File: src/rtl/branch_predict_ctrl_if.sv
// Branch predictor / flush controller bundle.
// Groups the fetch-side prediction lookup, the EX-side resolve inputs, the
// redirect/flush outputs, the statistics counters and a debug view of the
// controller FSM state.
//   master : pipeline side (drives if_pc and ex_*, observes the rest)
//   slave  : branch_predict_ctrl (drives prediction, redirect, flush, stats)
//
// Handshake semantics: there is no backpressure. An EX branch is consumed in
// the cycle it is presented when ex_valid & ex_branch are high and the
// controller is not busy; while busy the ex_* inputs are wrong-path and are
// dropped without effect. redirect_valid is a single-cycle strobe that
// qualifies redirect_pc in the same cycle.
interface branch_predict_ctrl_if #(
  parameter int DATA_WIDTH = 32,
  parameter int CNT_WIDTH  = 32
);
  logic [DATA_WIDTH-1:0] if_pc;
  logic                  if_pred_taken;
  logic                  ex_valid;
  logic                  ex_branch;
  logic                  ex_taken;
  logic                  ex_pred_taken;
  logic [DATA_WIDTH-1:0] ex_pc;
  logic [DATA_WIDTH-1:0] ex_target;
  logic                  redirect_valid;
  logic [DATA_WIDTH-1:0] redirect_pc;
  logic                  flush;
  logic                  busy;
  logic [CNT_WIDTH-1:0]  branch_cnt;
  logic [CNT_WIDTH-1:0]  mispredict_cnt;
  logic                  dbg_state;   // 0 = IDLE, 1 = FLUSH

  modport master (
    output if_pc, ex_valid, ex_branch, ex_taken, ex_pred_taken, ex_pc, ex_target,
    input  if_pred_taken, redirect_valid, redirect_pc, flush, busy,
           branch_cnt, mispredict_cnt, dbg_state
  );

  modport slave (
    input  if_pc, ex_valid, ex_branch, ex_taken, ex_pred_taken, ex_pc, ex_target,
    output if_pred_taken, redirect_valid, redirect_pc, flush, busy,
           branch_cnt, mispredict_cnt, dbg_state
  );
endinterface

File: src/rtl/branch_predict_ctrl.sv
// Branch prediction and flush controller for the pipelined RV32I core.
// A table of 2-bit saturating counters is read combinationally at fetch and
// trained when a conditional branch resolves in EX. A mispredict redirects the
// PC in the same cycle and holds flush for FLUSH_CYCLES consecutive cycles,
// during which EX contents are wrong-path and ignored. Saturating statistics
// count resolved and mispredicted branches.
//
// Ports:
//   clk  - single clock, rising edge
//   rst  - asynchronous, active-high reset
//   bp   - branch_predict_ctrl_if slave modport (prediction, resolve,
//          redirect, flush/busy, statistics, debug state)
module branch_predict_ctrl #(
  parameter int DATA_WIDTH   = 32,
  parameter int BHT_ENTRIES  = 16,
  parameter int FLUSH_CYCLES = 2,
  parameter int CNT_WIDTH    = 32
) (
  input  logic                   clk,
  input  logic                   rst,
  branch_predict_ctrl_if.slave   bp
);

  localparam int IDX_W = $clog2(BHT_ENTRIES);
  localparam int FC_W  = $clog2(FLUSH_CYCLES + 1);

  typedef enum logic {
    ST_IDLE  = 1'b0,
    ST_FLUSH = 1'b1
  } state_e;

  state_e               state_q, state_d;
  logic [FC_W-1:0]      fcnt_q, fcnt_d;
  logic [1:0]           bht_q [BHT_ENTRIES];
  logic [1:0]           bht_d [BHT_ENTRIES];
  logic [CNT_WIDTH-1:0] bcnt_q, bcnt_d;
  logic [CNT_WIDTH-1:0] mcnt_q, mcnt_d;

  logic [IDX_W-1:0]     if_idx;
  logic [IDX_W-1:0]     ex_idx;
  logic                 resolve;
  logic                 mispredict;

  // Word-aligned PCs: bits [1:0] never select an entry.
  assign if_idx = bp.if_pc[IDX_W+1:2];
  assign ex_idx = bp.ex_pc[IDX_W+1:2];

  // Prediction is the counter MSB, read before any same-cycle update.
  assign bp.if_pred_taken = bht_q[if_idx][1];

  // Gated with rst so the Mealy outputs stay low while reset is asserted.
  assign resolve    = !rst && bp.ex_valid && bp.ex_branch && (state_q == ST_IDLE);
  assign mispredict = resolve && (bp.ex_taken != bp.ex_pred_taken);

  assign bp.redirect_valid = mispredict;
  assign bp.redirect_pc    = bp.ex_taken ? bp.ex_target
                                         : bp.ex_pc + DATA_WIDTH'(4);
  assign bp.flush          = mispredict || (state_q == ST_FLUSH);
  assign bp.busy           = (state_q == ST_FLUSH);
  assign bp.branch_cnt     = bcnt_q;
  assign bp.mispredict_cnt = mcnt_q;
  assign bp.dbg_state      = state_q;

  always_comb begin
    state_d = state_q;
    fcnt_d  = fcnt_q;
    bht_d   = bht_q;
    bcnt_d  = bcnt_q;
    mcnt_d  = mcnt_q;

    case (state_q)
      ST_IDLE: begin
        // With FLUSH_CYCLES == 1 the M cycle alone covers the flush.
        if (mispredict && (FLUSH_CYCLES > 1)) begin
          state_d = ST_FLUSH;
          fcnt_d  = FC_W'(FLUSH_CYCLES - 1);
        end
      end
      ST_FLUSH: begin
        fcnt_d = fcnt_q - FC_W'(1);
        if (fcnt_q == FC_W'(1)) begin
          state_d = ST_IDLE;
        end
      end
      default: begin
        state_d = ST_IDLE;
        fcnt_d  = '0;
      end
    endcase

    if (resolve) begin
      if (bp.ex_taken) begin
        if (bht_q[ex_idx] != 2'b11) begin
          bht_d[ex_idx] = bht_q[ex_idx] + 2'd1;
        end
      end else begin
        if (bht_q[ex_idx] != 2'b00) begin
          bht_d[ex_idx] = bht_q[ex_idx] - 2'd1;
        end
      end
      if (bcnt_q != '1) begin
        bcnt_d = bcnt_q + CNT_WIDTH'(1);
      end
    end

    if (mispredict && (mcnt_q != '1)) begin
      mcnt_d = mcnt_q + CNT_WIDTH'(1);
    end
  end

  always_ff @(posedge clk or posedge rst) begin
    if (rst) begin
      state_q <= ST_IDLE;
      fcnt_q  <= '0;
      bcnt_q  <= '0;
      mcnt_q  <= '0;
      for (int i = 0; i < BHT_ENTRIES; i++) begin
        bht_q[i] <= 2'b01;
      end
    end else begin
      state_q <= state_d;
      fcnt_q  <= fcnt_d;
      bcnt_q  <= bcnt_d;
      mcnt_q  <= mcnt_d;
      bht_q   <= bht_d;
    end
  end

endmodule

File: src/flat_wrapper.sv
// flat-port wrapper written by rule: the top's interface ports become plain ports
module branch_predict_ctrl_flat 
#(
  parameter int DATA_WIDTH   = 32,
  parameter int BHT_ENTRIES  = 16,
  parameter int FLUSH_CYCLES = 2,
  parameter int CNT_WIDTH    = 32
)
  (clk, rst, bp_if_pc, bp_ex_valid, bp_ex_branch, bp_ex_taken, bp_ex_pred_taken, bp_ex_pc, bp_ex_target, bp_if_pred_taken, bp_redirect_valid, bp_redirect_pc, bp_flush, bp_busy, bp_branch_cnt, bp_mispredict_cnt, bp_dbg_state);
  branch_predict_ctrl_if #(.DATA_WIDTH(DATA_WIDTH), .CNT_WIDTH(CNT_WIDTH)) bp_i ();
  input  logic clk;
  input  logic rst;
  input wire logic [$bits(bp_i.if_pc)-1:0] bp_if_pc;
  input wire logic [$bits(bp_i.ex_valid)-1:0] bp_ex_valid;
  input wire logic [$bits(bp_i.ex_branch)-1:0] bp_ex_branch;
  input wire logic [$bits(bp_i.ex_taken)-1:0] bp_ex_taken;
  input wire logic [$bits(bp_i.ex_pred_taken)-1:0] bp_ex_pred_taken;
  input wire logic [$bits(bp_i.ex_pc)-1:0] bp_ex_pc;
  input wire logic [$bits(bp_i.ex_target)-1:0] bp_ex_target;
  output wire logic [$bits(bp_i.if_pred_taken)-1:0] bp_if_pred_taken;
  output wire logic [$bits(bp_i.redirect_valid)-1:0] bp_redirect_valid;
  output wire logic [$bits(bp_i.redirect_pc)-1:0] bp_redirect_pc;
  output wire logic [$bits(bp_i.flush)-1:0] bp_flush;
  output wire logic [$bits(bp_i.busy)-1:0] bp_busy;
  output wire logic [$bits(bp_i.branch_cnt)-1:0] bp_branch_cnt;
  output wire logic [$bits(bp_i.mispredict_cnt)-1:0] bp_mispredict_cnt;
  output wire logic [$bits(bp_i.dbg_state)-1:0] bp_dbg_state;
  assign bp_i.if_pc = bp_if_pc;
  assign bp_i.ex_valid = bp_ex_valid;
  assign bp_i.ex_branch = bp_ex_branch;
  assign bp_i.ex_taken = bp_ex_taken;
  assign bp_i.ex_pred_taken = bp_ex_pred_taken;
  assign bp_i.ex_pc = bp_ex_pc;
  assign bp_i.ex_target = bp_ex_target;
  assign bp_if_pred_taken = bp_i.if_pred_taken;
  assign bp_redirect_valid = bp_i.redirect_valid;
  assign bp_redirect_pc = bp_i.redirect_pc;
  assign bp_flush = bp_i.flush;
  assign bp_busy = bp_i.busy;
  assign bp_branch_cnt = bp_i.branch_cnt;
  assign bp_mispredict_cnt = bp_i.mispredict_cnt;
  assign bp_dbg_state = bp_i.dbg_state;
  branch_predict_ctrl #(.DATA_WIDTH(DATA_WIDTH), .BHT_ENTRIES(BHT_ENTRIES), .FLUSH_CYCLES(FLUSH_CYCLES), .CNT_WIDTH(CNT_WIDTH)) u_core (.clk(clk), .rst(rst), .bp(bp_i));
endmodule
File: config.mk
export PLATFORM = sky130hd
export DESIGN_NAME = branch_predict_ctrl_flat
export DESIGN_NICKNAME = d
export VERILOG_FILES = /design/src/rtl/branch_predict_ctrl_if.sv /design/src/rtl/branch_predict_ctrl.sv /design/src/flat_wrapper.sv
export SDC_FILE = /design/constraint.sdc
export NUM_CORES = 1
export LEC_CHECK = 0
export ABC_AREA = 1
export BUFFER_PORTS_ARGS = -buffer_cell sky130_fd_sc_hd__buf_2
export CAP_MARGIN = 20
export CORE_UTILIZATION = 52
export CTS_BUF_LIST = sky130_fd_sc_hd__clkbuf_8 sky130_fd_sc_hd__clkbuf_16
export CTS_CLUSTER_SIZE = 10
export DETAILED_ROUTE_END_ITERATION = 8
export HOLD_SLACK_MARGIN = 0.12
export PLACE_DENSITY = 0.79
export REMOVE_ABC_BUFFERS = 1
export SETUP_SLACK_MARGIN = 0.3
export SLEW_MARGIN = 40
export SYNTH_ARGS = -nofsm -noshare
export SYNTH_HDL_FRONTEND = slang
export SYNTH_SLANG_ARGS = --single-unit
File: constraint.sdc
create_clock -name clk -period 6.2 [get_ports clk]
set_input_delay 0.93 -clock clk [delete_from_list [all_inputs] [get_ports clk]]
set_output_delay 0.93 -clock clk [all_outputs]
set_load 0.02 [all_outputs]
=== Word level (Yosys, flattened, before mapping) ===
Cells that the tools add are included.

* Bits in registers: 99
* Output and inout port bits: 101
* Bits in read-only memories: 0
* RAM bits: 0
* Bits of input ports: 102
* Memories kept: 0
* Word-level logic and storage cells: 70
* Bits in latches: 0

* Shifts and indexed selects: 0
* Multiply operators: 0
* $add $sub $neg: 6
* Reductions and logical operators: 12
* Mux-type cells: 19
* Div/mod/pow operators: 0
* $lt $le $gt $ge: 3
* Equality and inequality tests: 7
* Bitwise operators: 3

{| class="wikitable"
|+ Operator list
! cell !! number
|-
| $mux 32 || 4
|-
| $add 32x1->32 const B || 2
|-
| $bwmux 32 || 2
|-
| $ne 32x32->1 const B || 2
|-
| $add 32x3->32 const B || 1
|-
| $bmux 2 s4 || 2
|-
| $mux 2 || 6
|-
| $ge 5x5->1 const B || 2
|-
| $not 4->5 || 2
|-
| $demux 2 s4 || 1
|-
| $logic_and 1x1->1 || 6
|-
| $lt 5x1->1 const B || 1
|-
| $ne 2x1->1 const B || 2
|-
| $pmux 2 s2 || 1
|-
| $reduce_bool 2->1 || 2
|-
| $sub 2x1->2 const B || 2
|-
| $reduce_and 3->1 || 1
|-
| $add 2x1->2 const B || 1
|-
| $eq 2x1->1 const B || 1
|-
| $mux 1 || 2
|-
| $ne 2x2->1 const B || 1
|-
| $pmux 1 s2 || 1
|-
| $reduce_and 2->1 || 1
|-
| $logic_not 1->1 || 1
|-
| 3 further kinds || 3
|}

=== Depth between registers and ports, before layout ===
* Depth in word-level cells: 8
* Gate-level depth with buffers: 20
* Gate-level depth less buffers: 18

=== Worst setup path before layout ===
No wires, ideal clock.

* Kind: input to output
* Start point: in rst
* End point: out bp_flush
* Slack: 1.230 ns
* Data required time: 5.270 ns
* Arrival: 4.040 ns
* Stages: 5
* Buffers on the path: 0
* Cell sequence: inv_1 > nand4_1 > nor2_4 > inv_1 > nand2_1

* Longest elaborated chain between the ends: 6

{| class="wikitable"
|+ RTL lines
! element !! RTL line !! text
|-
| start, declared || flat_wrapper.sv:12 || <nowiki>input logic rst;</nowiki>
|-
| $logic_not 1->1 || branch_predict_ctrl.sv:52 || <nowiki>assign resolve = !rst && bp.ex_valid && bp.ex_branch && (state_q == ST_IDLE);</nowiki>
|-
| $logic_and 1x1->1 (3 in a row) || branch_predict_ctrl.sv:52 ||
|-
| $logic_and 1x1->1 || branch_predict_ctrl.sv:53 || <nowiki>assign mispredict = resolve && (bp.ex_taken != bp.ex_pred_taken);</nowiki>
|-
| named net bp_redirect_valid || flat_wrapper.sv:21 || <nowiki>output wire logic [$bits(bp_i.redirect_valid)-1:0] bp_redirect_valid;</nowiki>
|-
| $logic_or 1x1->1 || branch_predict_ctrl.sv:58 || <nowiki>assign bp.flush = mispredict || (state_q == ST_FLUSH);</nowiki>
|-
| end, declared || flat_wrapper.sv:23 || <nowiki>output wire logic [$bits(bp_i.flush)-1:0] bp_flush;</nowiki>
|}

The timed path passes the listed nets, and every way through them passes these cells.

=== Worst setup path in the final report ===
* Start point: in bp_ex_pc[2]
* End point: out bp_redirect_pc[14]

* Longest elaborated chain between the ends: 2

{| class="wikitable"
|+ RTL lines
! element !! RTL line !! text
|-
| start, declared || flat_wrapper.sv:18 || <nowiki>input wire logic [$bits(bp_i.ex_pc)-1:0] bp_ex_pc;</nowiki>
|-
| $add 32x3->32 || branch_predict_ctrl.sv:57 || <nowiki>: bp.ex_pc + DATA_WIDTH'(4);</nowiki>
|-
| $mux 32 || branch_predict_ctrl.sv:56 || <nowiki>assign bp.redirect_pc = bp.ex_taken ? bp.ex_target</nowiki>
|-
| end, declared || flat_wrapper.sv:22 || <nowiki>output wire logic [$bits(bp_i.redirect_pc)-1:0] bp_redirect_pc;</nowiki>
|}

Every way passes these cells.

==> out/metrics.cfg <==
[timing]
timing.clock.skew_ps = 11.78
drv_slew = 0
holdWs_ps = 470.6
setup-tns-final_ps = 0
max_freq_ghz = 0.2747
fin_crit_ps = 3640
setup_viol = 0
hold_viol = 0
rsz0062_at_grt = false
period_share_pct = 58.72
setup_ws_ps = 2560
slew_headroom_pct = 50.43
tightest_slew_ps = 743.6

[job]
max_cap_viol_count = 0

[clocking]
clock_sinks = 99
clk_path_buf_depth = 2
cts_buffers = 9
cts_tree = done
clk-insertion-delay-late_ps = 360
clkTransAtPathRegs_ps = 70
post_cts_buffers = 0
clockRootBuffer = clkbuf_16
ctsHoldBuffers = 0
cts_htree_levels = 3
cts-resized-gates = 0

[worst_setup_path]
required_ps = 5270
rrSetupSlack_ps = 3500
cpPeakStageDelay_ps = 380
critical-path-slowest-cell = buf_2
crit_chain = buf_2, ha_1, inv_1, nor2_2, nand2_2, nor2_4, xor2_1, nand2_1, nand2_1, buf_2
critPathLaunchType = input port
path_class = in -> out
r2r_cells = 18
crit_fanout = 25
critPathArrivalTime_ps = 2710
endpoint_kind = output port

[die]
rows = 43
ioPinCount = 203
coreArea_um2 = 14100
dieWidth_um = 123.2
initial_utilization_pct = 54.21
die_h_um = 123.2
die_area_um2 = 15180

[global_route]
grt_pass1_wl_um = 32150
antenna_found_initial = 0
grt_pass1_vias = 7087
grt_max_degree = 68
track_usage_pct = 26.40
overflow = 0

[logic_synthesis]
synth.area.mux_share_pct = 0
synth_top_family_by_area = simple AND/OR/NAND/NOR gates
synth_compound_area_share_pct = 4.552
syn_avg_cell_area_um2 = 6.192
yosys_most_used_dff = dfrtp_1
yosys_warnings = 0
yosys.area_share.simple_pct = 48.78
synthAdderAreaFrac_pct = 1.474
ys_async_sr_fraction_pct = 100.0
postSynthCellCount = 1234
synth_xor_area_share_pct = 5.043
syn-cell-area_um2 = 7641
synth_cell_type_count = 36
yosysSeqAreaShare_pct = 32.68
synth_edf_count = 0
ys_ff_latch = 99

[hold_path]
whs_path_depth = 2
min_path_type = reg -> reg

[power]
clkPwrFrac_pct = 34.4
internal_power_mw = 1.221
seqPwrFrac_pct = 43.0
ir_drop_mv = 0.1837
p_sw_mw = 0.5970
power_leakage_nw = 4.854
comb_power_share_pct = 22.5
power_per_cell_area_nw_per_um2 = 204.5
switching_share_pct = 32.83

[route]
routed_via_density = 5.025
drt_first_pass_iters = 6
route.vias.total = 7934
drc = 0
ant_nets = 0
wire_per_inst_um = 12.37
wl_um = 19540
drt-initial-drc-count = 644

[status]
status = completed

[placement]
place_hpwl_um = 14380
io_buffers = 174
placed_area_um2 = 8567
place_inst = 1563
gp_congestion = 0.9428
pre_cts_ws_ps = 2429

[cells_and_area]
nets = 1505
most-common-layout-cells = nand2_1, buf_2, nor2_1, inv_1, dfrtp_1
drive_above_1_share_pct = 18.08
multi_input_area_um2 = 4573
layout_commonest_cell = nand2_1
nFillCells = 1355
insertedDiodeCount = 0
area_growth_pct = 16.34
final_area_um2 = 8890
stdcell_count = 1579
regArea_um2 = 2497

## worst max path at each step
stage	from	endpoint	slack, ps	cells past startpoint
floorplan	rst	bp_flush	1230	5
global placement	bp_ex_pc[2]	flop	2440	19
detailed placement	bp_ex_pc[2]	u_core.bht_q[15]	2430	18
CTS	bp_ex_pc[2]	bp_redirect_pc[14]	2590	10
global route	bp_ex_pc[2]	bp_redirect_pc[14]	2320	10
finish	bp_ex_pc[2]	bp_redirect_pc[14]	2560	10
## Yosys cell counts, types with 2 or more instances
cell type / instances / share of area (%)
xor2_1: 36 / 4.1
o21ai_1: 14 / 0.92
nand2_2: 16 / 1.3
nor2_2: 10 / 0.82
nand2_4: 3 / 0.44
a21oi_1: 13 / 0.85
dfrtp_1: 83 / 27
inv_1: 95 / 4.7
o211ai_1: 4 / 0.39
clkbuf_1: 8 / 0.39
nor2_4: 8 / 1.2
xnor2_1: 8 / 0.92
nand2_1: 635 / 31
o21ai_0: 35 / 2.3
dfstp_2: 16 / 5.5
buf_6: 7 / 1.0
ha_1: 9 / 1.5
nand4_1: 6 / 0.49
nor2_1: 142 / 7.0
inv_2: 2 / 0.098
buf_4: 6 / 0.59
buf_1: 2 / 0.098
nand3b_1: 39 / 3.8
clkbuf_2: 2 / 0.13
nand3_1: 24 / 1.6
## area by class of cell
type                            count  share of cell area (%)
Clock buffer                        9                   2.533
Clock inverter                      7                   1.098
Inverter                           99                   4.293
Multi-Input combinational cell   1009                   51.44
Sequential cell                    99                   28.09
Tap cell                          180                   2.533
Timing Repair Buffer              176                   10.01
## kinds of logic (layout without fill, tap and decap cells)
family,Yosys count,count (layout)
XOR/XNOR,44,44
flip-flops,99,99
buffers and inverters,126,291
AND/OR/NAND/NOR,889,889
AO/OA/AOI/OAI,67,67
adder cells (fa/ha/maj),9,9
## power by group through the flow
| stage | registers (mW) | clock network [mW] | logic (mW) |
|---|---|---|---|
| floorplan | 0.814 | 0 | 0.241 |
| global placement | 0.790 | 0 | 0.401 |
| detailed placement | 0.792 | 0 | 0.411 |
| CTS | 0.781 | 0.635 | 0.412 |
| global route | 0.793 | 0.667 | 0.465 |
| finish | 0.782 | 0.626 | 0.410 |
## worst max-delay path: cells and delay by family
family	cells	cell delay (ps)
and+or+nand+nor	5	730
xor gates and xnor gates	1	150
adders and majority gates	1	270
buffers and inverters	3	620
## metrics by stage
| stage | total power [mW] | utilization, % |
|---|---|---|
| after floorplan | 1.055 | - |
| after global placement | 1.191 | 60.75 |
| after detailed placement | 1.203 | 60.78 |
| after CTS | 1.829 | 63.07 |
| after global routing | 1.924 | 63.07 |
| final | 1.818 | 63.07 |
## layer usage
| metal | wire length [um] | vias up | track usage [%] |
|---|---|---|---|
| li1 | - | 4086 | - |
| met1 | 8946 | 3607 | 34.94 |
| met2 | 9288 | 214 | 44.52 |
| met3 | 950 | 27 | 3.321 |
| met4 | 352 | 0 | 8.810 |
| met5 | 0 | - | 0 |
Note: power is estimated with default switching activity, not from simulation.
